--- src/rtl/dmem_responder.sv ---
// Data-memory responder: 256 x 16 RAM serving the CPU MEM-stage data port,
// with a host request/acknowledge port (read, write, clear-all) that is
// serviced only while the CPU is held (enable low).
//
// state   | meaning
// --------+-------------------------------------------------------------
// S_IDLE  | waiting; host request accepted only when enable=0
// S_CLEAR | sweeping cnt over the array, zeroing one word per enable-low cycle
// S_ACK   | one-cycle completion pulse on h_ack, then back to S_IDLE
module dmem_responder #(
  parameter int ADDR_W = 8,
  parameter int DATA_W = 16
) (
  input  logic              clock,
  input  logic              reset,
  input  logic              enable,
  input  logic [ADDR_W-1:0] d_addr,
  input  logic [DATA_W-1:0] d_dataout,
  input  logic              d_we,
  output logic [DATA_W-1:0] d_datain,
  input  logic              h_req,
  input  logic              h_we,
  input  logic              h_clr,
  input  logic [ADDR_W-1:0] h_addr,
  input  logic [DATA_W-1:0] h_wdata,
  output logic [DATA_W-1:0] h_rdata,
  output logic              h_ack,
  output logic              h_busy
);

  localparam int DEPTH = 1 << ADDR_W;
  localparam logic [ADDR_W-1:0] CNT_LAST = '1;

  typedef enum logic [1:0] {
    S_IDLE  = 2'd0,
    S_CLEAR = 2'd1,
    S_ACK   = 2'd2
  } state_t;

  state_t            state_q, state_d;
  logic [ADDR_W-1:0] cnt_q, cnt_d;
  logic [DATA_W-1:0] h_rdata_q, h_rdata_d;

  logic [DATA_W-1:0] mem [DEPTH];

  // Single RAM write port: CPU stores only while enable=1, host writes only
  // while enable=0, so the two sources never collide.
  logic              mem_we;
  logic [ADDR_W-1:0] mem_waddr;
  logic [DATA_W-1:0] mem_wdata;

  // Host writes are also blocked in a reset cycle so an aborted clear stops
  // exactly where reset caught it.
  logic host_ok;

  assign host_ok  = !enable && !reset;
  assign d_datain = mem[d_addr];
  assign h_rdata  = h_rdata_q;
  assign h_ack    = (state_q == S_ACK);
  assign h_busy   = (state_q != S_IDLE);

  // Next-state, counter, read-data capture and RAM write-port selection.
  always_comb begin
    state_d   = state_q;
    cnt_d     = cnt_q;
    h_rdata_d = h_rdata_q;
    mem_we    = enable && d_we;
    mem_waddr = d_addr;
    mem_wdata = d_dataout;

    case (state_q)
      S_IDLE: begin
        if (host_ok && h_req) begin
          if (h_clr) begin
            cnt_d   = '0;
            state_d = S_CLEAR;
          end else if (h_we) begin
            mem_we    = 1'b1;
            mem_waddr = h_addr;
            mem_wdata = h_wdata;
            state_d   = S_ACK;
          end else begin
            h_rdata_d = mem[h_addr];
            state_d   = S_ACK;
          end
        end
      end
      S_CLEAR: begin
        if (host_ok) begin
          mem_we    = 1'b1;
          mem_waddr = cnt_q;
          mem_wdata = '0;
          cnt_d     = cnt_q + 1'b1;
          if (cnt_q == CNT_LAST) begin
            state_d = S_ACK;
          end
        end
      end
      S_ACK: begin
        state_d = S_IDLE;
      end
      default: begin
        state_d = S_IDLE;
      end
    endcase
  end

  // Control state registers with synchronous reset.
  always_ff @(posedge clock) begin
    if (reset) begin
      state_q   <= S_IDLE;
      cnt_q     <= '0;
      h_rdata_q <= '0;
    end else begin
      state_q   <= state_d;
      cnt_q     <= cnt_d;
      h_rdata_q <= h_rdata_d;
    end
  end

  // RAM array write; contents survive reset.
  always_ff @(posedge clock) begin
    if (mem_we) begin
      mem[mem_waddr] <= mem_wdata;
    end
  end

endmodule

--- config.mk ---
export PLATFORM = sky130hd
export DESIGN_NAME = dmem_responder
export DESIGN_NICKNAME = d
export VERILOG_FILES = /design/src/rtl/dmem_responder.sv
export SDC_FILE = /design/constraint.sdc
export NUM_CORES = 2
export LEC_CHECK = 0
export CAP_MARGIN = 15
export CORE_MARGIN = 10
export CORE_UTILIZATION = 30
export DETAILED_ROUTE_END_ITERATION = 10
export PLACE_DENSITY = 0.48
export SYNTH_ARGS = -nofsm -noshare
export SYNTH_HDL_FRONTEND = slang
export SYNTH_SLANG_ARGS = --single-unit
--- constraint.sdc ---
create_clock -name clock -period 24.4 [get_ports clock]
set_input_delay 7.32 -clock clock [delete_from_list [all_inputs] [get_ports clock]]
set_output_delay 7.32 -clock clock [all_outputs]
set_load 0.02 [all_outputs]
**After elaboration in Yosys (flattened, before gate mapping)**

Memory sizes are Yosys's and may differ from the RTL's. A register that Yosys moved wholly into a read port is not among the register bits.
Index checks and enable logic that the tools add are counted.

- $add $sub $neg: 1
- Eq/ne operators: 7
- Mux-type cells: 26
- Bitwise operators: 2
- Reduce and logical (&&, ||, !) cells: 11

Operators with widths:

| operator | count |
|---|---|
| 2-to-1 mux 16 bit | 4 |
| 2-to-1 mux 8 bit | 7 |
| case mux 16 bit (2 select lines) | 1 |
| case mux 8 bit (2 select lines) | 2 |
| adder 8 x 1 -> 8 bit, second input constant | 1 |
| equality test 8 bit, second input constant | 1 |
| 2-to-1 mux 2 bit | 4 |
| != test 2 bit, second input constant | 4 |
| AND reduction 4 bit | 2 |
| 2-to-1 mux 1 bit | 6 |
| case mux 2 bit (2 select lines) | 1 |
| nonzero test 2 bit | 2 |
| logical AND 1 bit | 3 |
| AND reduction 3 bit | 1 |
| equality test 2 x 1 -> 1 bit, second input constant | 1 |
| equality test 2 bit, second input constant | 1 |
| logical NOT 1 bit | 2 |
| logical NOT 2 bit | 1 |
| NOT 1 bit | 2 |
| case mux 1 bit (2 select lines) | 1 |

- Register bits: 10
- Memory bits (writable): 4096
- Input bits: 55
- Output and inout port bits: 34
- Word-level logic and storage cells: 50
- Memories kept: 1

Memories:

| memory | depth | bits a word | read ports | clocked after Yosys merged registers in | wr ports | RTL line | source |
|---|---|---|---|---|---|---|---|
| mem | 256 | 16 | 2 | 1 | 1 | 44 | `logic [DATA_W-1:0] mem [DEPTH];` |

**Longest topological paths before layout**

- Depth in word-level cells: 7
- Depth in mapped cells: 13
- Mapped depth without buffers: 7

**Least setup slack after synthesis**

Ideal clock, no wire load.

- Kind: input port to flip-flop
- Start point: input port reset
- End point: memory mem[0][11], data pin
- Setup time: 2187 ps
- Arrival: 18095 ps
- Required time: 22213 ps
- Path slack: 4119 ps
- Cell stages on the path: 6
- Path buffers: 3
- Cells stage by stage: buf_2 nor2_1 and3_1 buf_4 clkbuf_1 o21ai_0

- Cells in the longest elaborated chain, start to end: 5
- Elaborated cells on any way between the ends: 6
- Those cells by class: mux: 3; reduce/logical: 3

RTL lines:

| item | RTL line | source |
|---|---|---|
| from (decl) | 15 | `input logic reset,` |
| logical NOT 1 bit * | 56 | `assign host_ok = !enable && !reset;` |
| logical AND 1 bit * | 56 |  |
| logical AND 1 bit | 73 | `if (host_ok && h_req) begin` |
| 2-to-1 mux 16 bit | 73 |  |
| case mux 16 bit (2 select lines) * | 71 | `case (state_q)` |
| named net mem_wdata[11] | 50 | `logic [DATA_W-1:0] mem_wdata;` |
| to (decl) | 44 |  |

The timed path passes the listed nets; every way through them passes the cells marked *.

**Worst setup path in the final report**

- Start point: input port d_addr[1]
- End point: output port d_datain[9]

- Cells in the longest elaborated chain, start to end: 1

RTL lines:

| item | RTL line | source |
|---|---|---|
| from (decl) | 17 | `input logic [ADDR_W-1:0] d_addr,` |
| memory read (256 x 16 bit) | n/a |  |
| to (decl) | 20 | `output logic [DATA_W-1:0] d_datain,` |

Every way passes these cells.

==> results by stage <==
Synth:
- A synthesized cell averages 19.2 sq um.
- The post-synthesis cell type count is 71.
- By area the synthesized netlist is led by edfxtp_1 (65%), mux4_2 (21%), mux2i_1 (2.8%), a22oi_1 (2.4%), a21oi_1 (1.0%).
- The share of flip-flops with an asynchronous set or reset is 0.
- Yosys mapped a number of flops with a built-in enable equal to ~4000.
- The synthesized netlist occupies a cell area of 189000 sq um.
- The number of nets in the synthesized netlist is 9934.
- The largest area contributor in the netlist is edfxtp_1.
- The sequential area share after synthesis is 0.653.
- Of the post-synthesis cell area, the dominant cell type holds 0.650.
- The dominant synthesized flop cell is edfxtp_1.
- The number of warnings printed during yosys synthesis is 0.
- The register bit count reported by yosys is just over 4000.
- The cell count after synthesis is 9878.

Floorplan:
- In this run the standard cell core region covers 628000 sq um.
- From left edge to right edge, the die measures 814 um.
- The number of placement rows is 291.
- The area enclosed by the die boundary is 663000 sq um.
- The initial standard-cell utilization of the core is 0.301.
- The die is 814 um tall.
- In this run the count of I/O pins placed on the die edge is 89.

Global routing:
- Summed over all layers, the global routing overflow is 0.
- The largest net degree at the start of global routing is about 220.
- The first global-routing pass estimated 1050000 um of wire.
- The number of global-route vias before repair is around 110k.
- The number of antenna violations at the first check in global routing was just over 90.
- In the global route stage, overall resource usage came out at 0.228.

Placed design:
- Buffers placed on the I/O ports in this run total 88.
- At the end of routability-driven placement, the weighted congestion stood at 0.856.
- The post-DP HPWL is 498000 um.
- Before CTS, the worst setup slack after placement is 3.80 ns.
- The post-place instance area is 203000 sq um.
- The number of instances in the placed design is approximately 18000.

Status:
- The run finished, with violations left.
- The checks that failed: max-slew violations.

Route:
- The via-per-instance ratio is just over 6.
- In the final routed layout, each cell accounts on average for 41.8 um.
- The total detailed-routing wirelength is 788000 um.
- The count of TritonRoute iterations in the first routing pass is 8.
- The detailed-route DRC error count is 0.
- The final route contains 115430 vias.
- The count of antenna-violating nets left after detailed routing is 0.
- The count of routing violations after the opening detailed-route iteration is 17279.

Finish:
- The filler cell count in the final layout is 58677.
- From synthesis to final layout, the design area changed by 15.3%.
- The most common cell after layout, fill and taps aside is edfxtp_1.
- In the final layout, flip-flops and latches occupy between 100000 and 150000 sq um.
- Leaving out fill and tap cells, the most frequent cells in the layout are edfxtp_1 (4096), mux4_2 (1798), a22oi_1 (613).
- The number of nets in the layout is 10166.
- The design area is 218000 sq um.
- The ratio of cells with drive above 1 in the final layout is 0.319.
- The number of non-filler instances in the completed layout is roughly 19000.
- The area of the multi-input gates is between 60000 and 70000 sq um.

Clocking:
- After clock tree synthesis, the repair step resized 0 gates.
- Clock tree synthesis inserted a total of 452 buffers.
- TritonCTS built the clock tree.
- The clock latency on the worst-skew pair is 1.08 ns.
- The clock drives 4122 sinks.
- The clock transition at the registers of the reported paths is 0.06 ns.
- The maximum clock path buffer count is 4.
- The H-tree was split into 5 levels.
- The cell sitting at the root of the clock tree is a clkbuf_16.
- In this run, post-CTS hold repair placed 0 buffers.
- The setup fix buffers added after clock tree synthesis is 0.

Critical path:
- The cell depth of the worst flop-to-flop path is 8.
- The largest fanout on the critical path is 53.
- The start of the worst register-to-register path is state_q[0].
- The critical path is of the in -> out type.
- For flop-to-flop paths, the worst setup slack is approximately 18 ns.
- The signal on the critical path passes through buf_8 -> buf_12 -> buf_4 -> mux4_2 -> a22oi_1 -> a21oi_1 -> o41ai_1 -> buf_4 -> nand4_1 -> clkdlybuf4s50_1.
- For this design, the slowest cell found on the critical path is o41ai_1.
- The capture point of the worst reg-to-reg path is mem[205][4].
- The maximum cell stage delay along the critical path is about 0.99 ns.
- The worst setup path is captured at an output port.
- STA classifies the critical path startpoint as an input pin.
- The required arrival time at the worst endpoint is 17.08 ns.
- At the worst endpoint, the arrival time is 13.52 ns.
- In this design, the critical path's most frequently occurring cell is buf_4.

STA:
- Headroom to the max-slew limit came out at -0.0105.
- The total setup violations reported at the end of the flow is 0.
- The final setup TNS is 0 ns.
- The final cycle utilization of the critical path is 0.854.
- Setup repair after global routing left no endpoint under its margin.
- The highest achievable clock rate is 0.0480 GHz.
- The worst path meets setup with 3.56 ns of slack.
- The clock tree skew after final layout is 0.0488 ns.
- The count of final hold-check violations is 0.
- The minimum clock period after layout is ~21 ns.
- The max-slew violation total from the final report was 19.
- The transition time of the tightest slew-check pin is 1.52 ns.

Min path:
- The worst-case hold path end point is cnt_q[6].
- The number of cells traversed by the worst hold path is 2.
- The tightest min-delay check is of the reg -> reg type.
- The worst hold path begins at cnt_q[6].

Pwr:
- The power consumption is 16.2 mW.
- In this run the static leakage power is 66.4 nW.
- The worst supply voltage drop on vdd is 0.0000638 V.
- The power density over cell area is 74.1 nW/um^2.

Run:
- The number of max-capacitance violations reported is 0.
## Yosys cell counts, types with 12 or more instances
cell       number
mux2i_1       537
a22oi_1       614
a21oi_1       392
nor4_1         17
nand3_1        53
buf_2         212
o211ai_1       12
nor2b_1        15
a221oi_1       40
buf_6          37
mux4_2       1798
nand2_1       316
buf_4         106
o22ai_1       172
nor2_1        315
o21ai_0       104
nand4_1        49
nor3_1         27
and3_1         24
dfxtp_1        26
a2111oi_0      30
edfxtp_1     4096
and2_1         21
clkbuf_1      387
a211oi_1       82
o221ai_1      118
buf_1          69
o41ai_1        64
## final cells by class
cell class / instances / share of cell area
flip-flops and latches: 4122 / 0.566
multi-input cells: 4937 / 0.294
clock buffers: 575 / 0.0552
well taps: 8350 / 0.0479
repair buffers: 594 / 0.0252
clock inverters: 252 / 0.0116
diodes: 45 / 0.000516
inverters: 3 / 0.0000917
## routing by layer
| layer | part of all wire | track usage |
|---|---|---|
| met1 | 0.39 | 0.302 |
| met2 | 0.45 | 0.349 |
| met3 | 0.12 | 0.0711 |
| met4 | 0.050 | 0.0939 |
| met5 | 0.0013 | 0 |
## critical path: cells and delay by family
kind | cells | cell delay [ns]
buf+inv | 5 | 2.76
mux | 1 | 0.46
compound gates | 3 | 1.76
simple gates | 1 | 0.81
## sequential cells by signal, indices dropped and copies added (netlist names)
register  count
mem        4096
state_q       2
cnt_q         8
h_rdata      16
## cell families (layout without fill, tap and decap cells)
group                    count (synthesis)  in the layout  share of synthesized area
adder cells (fa/ha/maj)                  1              1                  0.0000661
AO/OA/AOI/OAI                         1698           1698                     0.0619
XOR/XNOR                                 6              6                   0.000278
flip-flops                            4122           4122                      0.653
multiplexers                          2342           2342                      0.243
other                                    0             45                          0
AND/OR/NAND/NOR                        890            890                     0.0210
buffers and inverters                  819           1424                     0.0215
## where the power goes
part           internal, mW  leakage [nW]  switching (mW)
combinational         0.440          22.3           0.970
sequential             7.84          37.1         0.00688
clock                  3.92          7.11            2.98
## per-stage QoR
stage | hold slack (ns) | util
2_1_floorplan | 0.485 | -
3_3_place_gp | 0.515 | 0.323
3_5_place_dp | 0.528 | 0.324
4_1_cts | 0.545 | 0.347
5_1_grt | 0.593 | 0.347
6_report | 0.542 | 0.347
## how the worst max path moves through the flow
stage	start	end	slack (ns)	cells after the start
final	d_addr[1]	d_datain[9]	3.56	10
after global routing	d_addr[0]	d_datain[3]	3.64	9
after CTS	d_addr[1]	d_datain[9]	3.80	10
after detailed placement	d_addr[1]	d_datain[9]	3.80	10
after global placement	d_addr[0]	d_datain[14]	3.49	9
after floorplan	reset	mem[0][11]	4.12	6
Power figures use the tool's default switching activity.
